File: src/rtl/dm_scroller.sv
// Column-buffer text scroller for the 8x8 dot-matrix scanner.
// Builds an 8-column window from a message buffer and advances it on frame events.
module dm_scroller #(
  parameter int MSG_LEN = 32,
  parameter int ADDR_W  = 5
) (
  input  logic              i_Clk,
  input  logic              i_Rst,
  input  logic              i_fFrame,
  input  logic              i_Run,
  input  logic [3:0]        i_Speed,
  input  logic              i_WrEn,
  input  logic [ADDR_W-1:0] i_WrAddr,
  input  logic [7:0]        i_WrCol,
  output logic [63:0]       o_Data,
  output logic [ADDR_W-1:0] o_Offset,
  output logic              o_fWrap
);

  localparam logic [ADDR_W-1:0] LP_LAST = ADDR_W'(MSG_LEN - 1);

  typedef enum logic [1:0] {
    S_IDLE,
    S_BUILD,
    S_READY
  } state_t;

  state_t              r_State;
  logic [ADDR_W-1:0]   r_Offset;
  logic [2:0]          r_K;
  logic [3:0]          r_FCnt;
  logic [63:0]         r_Shadow;
  logic [63:0]         r_Data;
  logic                r_fWrap;
  logic [7:0]          r_Buf [MSG_LEN];

  logic [ADDR_W-1:0]   w_RdIdx;
  logic [7:0]          w_Col;

  // K never exceeds 7 and MSG_LEN is at least 9, so one conditional subtract wraps.
  function automatic logic [ADDR_W-1:0] f_WinIdx(input logic [ADDR_W-1:0] base,
                                                 input logic [2:0]        k);
    logic [ADDR_W:0] sum;
    sum = {1'b0, base} + {{(ADDR_W-2){1'b0}}, k};
    if (sum > {1'b0, LP_LAST}) sum = sum - (ADDR_W+1)'(MSG_LEN);
    return sum[ADDR_W-1:0];
  endfunction

  function automatic logic [ADDR_W-1:0] f_NextOffset(input logic [ADDR_W-1:0] off);
    return (off == LP_LAST) ? '0 : off + 1'b1;
  endfunction

  assign w_RdIdx = f_WinIdx(r_Offset, r_K);

  always_comb begin
    w_Col = '0;
    for (int i = 0; i < MSG_LEN; i++) begin
      if (w_RdIdx == ADDR_W'(i)) w_Col = r_Buf[i];
    end
  end

  // Address decode against real entries only, so out-of-range writes fall away.
  always_ff @(posedge i_Clk or negedge i_Rst) begin
    if (!i_Rst) begin
      for (int i = 0; i < MSG_LEN; i++) r_Buf[i] <= '0;
    end else begin
      for (int i = 0; i < MSG_LEN; i++) begin
        if (i_WrEn && (i_WrAddr == ADDR_W'(i))) r_Buf[i] <= i_WrCol;
      end
    end
  end

  always_ff @(posedge i_Clk or negedge i_Rst) begin
    if (!i_Rst) begin
      r_State  <= S_IDLE;
      r_Offset <= '0;
      r_K      <= '0;
      r_FCnt   <= '0;
      r_Shadow <= '0;
      r_Data   <= '0;
      r_fWrap  <= 1'b0;
    end else begin
      r_fWrap <= 1'b0;
      case (r_State)
        S_IDLE: begin
          if (i_Run) begin
            r_K     <= '0;
            r_State <= S_BUILD;
          end
        end
        S_BUILD: begin
          // Column k lands at bit 7-k of every row byte: MSB is the leftmost pixel.
          for (int r = 0; r < 8; r++) r_Shadow[{3'(r), ~r_K}] <= w_Col[r];
          r_K <= r_K + 3'd1;
          if (r_K == 3'd7) r_State <= S_READY;
        end
        S_READY: begin
          if (i_fFrame) begin
            r_Data <= r_Shadow;
            if (!i_Run) begin
              r_FCnt  <= '0;
              r_State <= S_IDLE;
            end else if (r_FCnt == i_Speed) begin
              r_FCnt   <= '0;
              r_Offset <= f_NextOffset(r_Offset);
              r_fWrap  <= (r_Offset == LP_LAST);
              r_K      <= '0;
              r_State  <= S_BUILD;
            end else begin
              r_FCnt <= r_FCnt + 4'd1;
            end
          end
        end
        default: r_State <= S_IDLE;
      endcase
    end
  end

  assign o_Data   = r_Data;
  assign o_Offset = r_Offset;
  assign o_fWrap  = r_fWrap;

endmodule

File: config.mk
export PLATFORM = sky130hd
export DESIGN_NAME = dm_scroller
export DESIGN_NICKNAME = d
export VERILOG_FILES = /design/src/rtl/dm_scroller.sv
export SDC_FILE = /design/constraint.sdc
export NUM_CORES = 1
export LEC_CHECK = 0
export ABC_AREA = 0
export BUFFER_PORTS_ARGS = -buffer_cell sky130_fd_sc_hd__buf_2
export CORE_ASPECT_RATIO = 1.1
export CORE_MARGIN = 2
export CORE_UTILIZATION = 62
export DETAILED_ROUTE_END_ITERATION = 8
export PLACE_DENSITY = 0.86
export SLEW_MARGIN = 20
export SYNTH_ARGS = -nofsm -noshare
export SYNTH_HDL_FRONTEND = slang
export SYNTH_SLANG_ARGS = --single-unit
export TNS_END_PERCENT = 1
File: constraint.sdc
create_clock -name i_Clk -period 3.7 [get_ports i_Clk]
set_input_delay 0.74 -clock i_Clk [delete_from_list [all_inputs] [get_ports i_Clk]]
set_output_delay 0.74 -clock i_Clk [all_outputs]
set_load 0.005 [all_outputs]
-- Yosys cells after proc, flatten, opt, wreduce, memory -nomap -nowiden
Index checks and enable logic that the tools add are counted.
- register bits: 399
- input bits: 22
- output and inout port bits: 70
- word-level logic and storage cells: 258
- add/subtract/negate cells: 5
- $lt $le $gt $ge: 17
- equality and inequality tests: 73
- multiplexer cells: 75
- bitwise operators: 1
- reduce and logical (&&, ||, !) cells: 48
- operators by type and width (kind ; count):
    $bwmux W64 ; 8
    $mux W8 ; 32
    $eq A5 B5 Y1 const B ; 33
    $eq A5 B4 Y1 const B ; 16
    $eq A5 B3 Y1 const B ; 8
    $logic_and A1 B1 Y1 ; 40
    $lt A6 B7 Y1 const B ; 4
    $demux W1 S3 ; 8
    $ge A6 B1 Y1 const B ; 4
    $eq A5 B2 Y1 const B ; 4
    $lt A5 B7 Y1 const B ; 2
    $mux W1 ; 12
    $mux W3 ; 4
    $eq A5 B1 Y1 const B ; 2
    $ge A5 B1 Y1 const B ; 2
    $logic_not A5 Y1 ; 2
    $mux W2 ; 5
    $mux W5 ; 2
    $ne A2 B2 Y1 const B ; 5
    $pmux W3 S3 ; 1
    $mux W4 ; 2
    $reduce_and A4 Y1 ; 2
    $lt A3 B7 Y1 const B ; 1
    $lt A4 B7 Y1 const B ; 1
    other kinds (19) ; 19

-- Depth between registers and ports, before layout
- word-level depth: 44
- depth in mapped cells: 12
- mapped depth without buffers: 9

-- Least setup slack after synthesis
OpenSTA, ideal clock, no wires.
- kind: reg-to-reg
- start point: register r_K[0]
- end point: register r_Shadow[16]
- library setup time: 125 ps
- arrival time: 2827 ps
- data required time: 3575 ps
- path slack: 748 ps
- cell stages (with the launch flop): 11
- path through: dfrtp_1 ha_1 fa_1 buf_2 mux4_2 and2_1 a2111oi_2 a311oi_1 a31oi_1 o211ai_2 mux2_2
- cells in the longest elaborated chain, start to end: 44
- elaborated cells between the ends (all ways): 82
- RTL lines (item ; line ; text):
    start, declared ; 30 ; logic [2:0] r_K;
    start signal, assigned ; 94 ; r_K <= r_K + 3'd1;
    $add A5 B3 Y6 ; 44 ; sum = {1'b0, base} + {{(ADDR_W-2){1'b0}}, k};
    $sub A5 B1 Y5 or $gt A6 B5 Y1 (tied branches) ; 45 ; if (sum > {1'b0, LP_LAST}) sum = sum - (ADDR_W+1)'(MSG_LEN);
    $mux W5 ; 45 ;
    $logic_not A5 Y1 ; 58 ; if (w_RdIdx == ADDR_W'(i)) w_Col = r_Buf[i];
    $mux W8 (32 in a row) ; 58 ;
    $bwmux W64 (7 in a row) ; 93 ; for (int r = 0; r < 8; r++) r_Shadow[{3'(r), ~r_K}] <= w_Col[r];
    $bwmux W64 * ; 93 ;
    end signal, assigned ; 79 ; r_Shadow <= '0;
    end, declared ; 32 ; logic [63:0] r_Shadow;
Every way passes the cells marked *; elsewhere a longest branch is shown, timed or not.
A chain may end at the register's enable or synchronous reset.

-- Final worst setup path
- start point: register r_Offset[0] (netlist: o_Offset[0])
- end point: register r_Shadow[15]
- cells in the longest elaborated chain, start to end: 44
- elaborated cells between the ends (all ways): 76
- RTL lines (item ; line ; text):
    start, declared ; 29 ; logic [ADDR_W-1:0] r_Offset;
    start signal, assigned ; 105 ; r_Offset <= f_NextOffset(r_Offset);
    $add A5 B3 Y6 * ; 44 ;
    $sub A5 B1 Y5 or $gt A6 B5 Y1 (tied branches) ; 45 ;
    $mux W5 * ; 45 ;
    $logic_not A5 Y1 ; 58 ;
    $mux W8 (31 in a row) ; 58 ;
    $mux W8 * ; 58 ;
    $bwmux W64 (7 in a row) ; 93 ;
    $bwmux W64 * ; 93 ;
Marked as above.

==> results.cfg <==
[grt]
grt_pass1_wl_um = 79800
grt_max_degree = 85
grt_overflow = 0
grt_pass1_vias = 13844
grt_usage_pct = 33.3
antenna_found_initial = 0

[drt]
ant_nets = 0
via_per_inst = 6.63
vias = 13915
firstDrtPassIters = 5
wl_per_cell_um = 24.7
drt_iter0_markers = 1693
totalWireLength_um = 51800
drcViolationCount = 0

[logic_synthesis]
synthArstFlopShare_pct = 100
ys_types = 78
synth-edff-count = 0
synth_fp_nets = 1601
ys_warn_count = 0
yosysTopAreaCell = dfrtp_1
netlist_top_cells_area = dfrtp_1, mux2_2, nand2_1
avgSynthCellArea_sq_um = 11.7
syn_inst = 1570
yosys_register_bits = 399
syn_area_sq_um = 18400
yosysSeqAreaShare_pct = 54.2
yosysTopAreaCellShare_pct = 54.2
synth-main-ff-cell = dfrtp_1

[power]
p_total_uw = 16800
ir_drop_mv = 0.474
p_comb_share_pct = 38.8
sw_frac_of_total_pct = 36.8
clockPowerShare_pct = 24.9
p_sw_uw = 6190
p_int_uw = 10600
p_leak_uw = 0.00995
powerDensity_nw_per_um2 = 796
p_seq_share_pct = 36.3

[cells_and_area]
final_cell_mix = dfrtp_1, mux2_2, nand2_1
layout_commonest_cell = dfrtp_1
utilization_pct = 71.9
nets = 1724
antenna_cells = 0
design_area_sq_um = 21100
layout-drive-gt1-share_pct = 34.9
syn_to_final_growth_pct = 14.6

[setup_path]
reg2reg_slack_ps = 150
r2r-start = o_Offset[0]$_DFFE_PN0P_
worstSetupEndpointType = flip-flop
cp-endpoint = r_Shadow[15]$_DFFE_PN0P_
cp_data_arrival_time_ps = 4030
path_class = reg -> reg
r2r_cells = 9
required_ps = 4180
critPathMaxFanout = 24
r2r-end = r_Shadow[15]$_DFFE_PN0P_
setup.worst_path.start_class = flip-flop
startpoint = o_Offset[0]$_DFFE_PN0P_

[die]
die_w_um = 168
rows = 66
core_sq_um = 29400
io-pin-count = 92
die_h_um = 185
start_util_pct = 62.7
die_area_sq_um = 31100

[timing]
tightest_slew_ps = 1040
max_freq_ghz = 0.281
finalCriticalPeriod_ps = 3550
hold_viol_final = 0
setup_viol = 0
fin_crit_sh_pct = 96.0
slew_viol_final = 0
slew_headroom_pct = 30.4
skew_ps = 18.6

[clock_tree]
clock_path_buffers = 3
numCtsBuffers = 40
cts_hold_buffers = 0
root_buffer = clkbuf_16
h-tree-depth = 2
clkSinkCount = 399
cts_tree = built
clk_latency_ps = 550
clk_pin_slew_ps = 60

[place]
hpwl_um = 33400
port_buffers = 91
gp_congestion = 1.06
placed_area_sq_um = 19600

[worst_hold_path]
hp-class = in -> async

[job]
maxCapViolCount = 0

[run_status]
status = completed
## synthesized netlist by cell type, types with 3 or more instances
master and instances:
o21ai_0 46, nand3_1 31, a21o_1 4, xor2_1 5
nor4_1 7, nand4_1 6, buf_4 6, nand4b_1 3
nand2_1 268, a32o_1 3, a31oi_1 10, inv_1 6
nor3b_1 3, nor2b_1 14, buf_6 6, clkbuf_1 59
ha_1 8, a221oi_1 8, a2111oi_0 4, a21oi_1 44
o22ai_1 17, o2bb2ai_1 3, and3_1 9, or3_1 7
a22oi_1 7, mux4_2 17, a22o_1 5, nor2_1 55
buf_2 27, o21ai_1 22, mux2_2 299, buf_1 4
mux2_1 11, o221ai_1 9, mux2i_1 23, nand2b_1 15
a211oi_1 8, o311ai_1 3, a21oi_2 5, o21a_1 3
nor3_1 25, and2_1 5, o211ai_1 5, dfrtp_1 399
## area by class of cell
type	instances	area [sq um]
tap	374	468
multi-input combinational	1063	8050
sequential	399	9980
inverter	8	30.0
clock inverter	19	213
clock buffer	54	1140
timing repair buffer	181	1240
fill	1945	8270
## per-layer routing
layer,wire length (um),global-route usage (%),vias up
met2,24700,54.7,801
met5,0,0,-
met3,4230,4.87,195
met4,2770,15.7,0
li1,-,-,5865
met1,20100,44.4,7054
## worst min path at each step
stage	cells after the start	start	slack (ps)	end
2_1_floorplan	2	r_Shadow[13]$_DFFE_PN0P_	430	o_Data[13]$_DFFE_PN0P_
3_3_place_gp	2	r_Shadow[8]$_DFFE_PN0P_	450	o_Data[8]$_DFFE_PN0P_
3_5_place_dp	2	r_Shadow[23]$_DFFE_PN0P_	450	o_Data[23]$_DFFE_PN0P_
4_1_cts	1	i_Rst	230	r_State[0]$_DFFE_PN0P_
5_1_grt	1	i_Rst	260	r_FCnt[3]$_DFFE_PN0P_
6_report	1	i_Rst	200	r_FCnt[3]$_DFFE_PN0P_
## power groups by stage
stage               clock (uW)  sequential (uW)  combinational (uW)
CTS                       4210             6070                6130
finish                    4190             6100                6530
floorplan                    0             5970                3870
detailed placement           0             6130                6040
global route              4400             6210                6890
global placement             0             6050                5880
## sequential cells by signal, indices dropped and copies added (netlist names)
register,count
o_Offset,5
o_Data,64
r_State,2
r_FCnt,4
r_Buf,256
o_fWrap,1
r_K,3
r_Shadow,64
## cell families after synthesis
group                      count (synthesis)  synth area share [%]
adders and majority gates                  9                 0.652
muxes                                    350                  22.3
and+or+nand+nor                          459                  11.1
xor gates and xnor gates                   6                 0.326
buffers and inverters                    110                  2.79
DFF                                      399                  54.2
AOI/OAI and AO/OA                        237                  8.76
## metrics by stage
| stage | hold WS [ps] | setup TNS (ps) | setup slack (ps) | cells |
|---|---|---|---|---|
| global placement | 445 | -1430 | -186 | 2013 |
| finish | 195 | 0 | 147 | 2098 |
| floorplan | 433 | 0 | 748 | 1570 |
| CTS | 231 | 0 | 9.05 | 2087 |
| global route | 260 | -4.09 | -4.09 | 2098 |
| detailed placement | 452 | -2260 | -294 | 2013 |
## worst max-delay path, cell delays in order (launching register included)
cell and delay [ps]:
dfrtp_1 460, ha_4 210, fa_2 510, xnor2_4 380, buf_4 360, a21oi_1 140
o41ai_2 570, a21oi_1 180, a21oi_2 420, mux2_2 240
## repair_timing
item	CTS	global route
gates resized for setup	1	4
gates cloned	0	2
pin swaps	2	4
endpoints found under the setup margin	17	36
setup buffers	1	9
No activity file was read; power rests on OpenSTA's default activity.
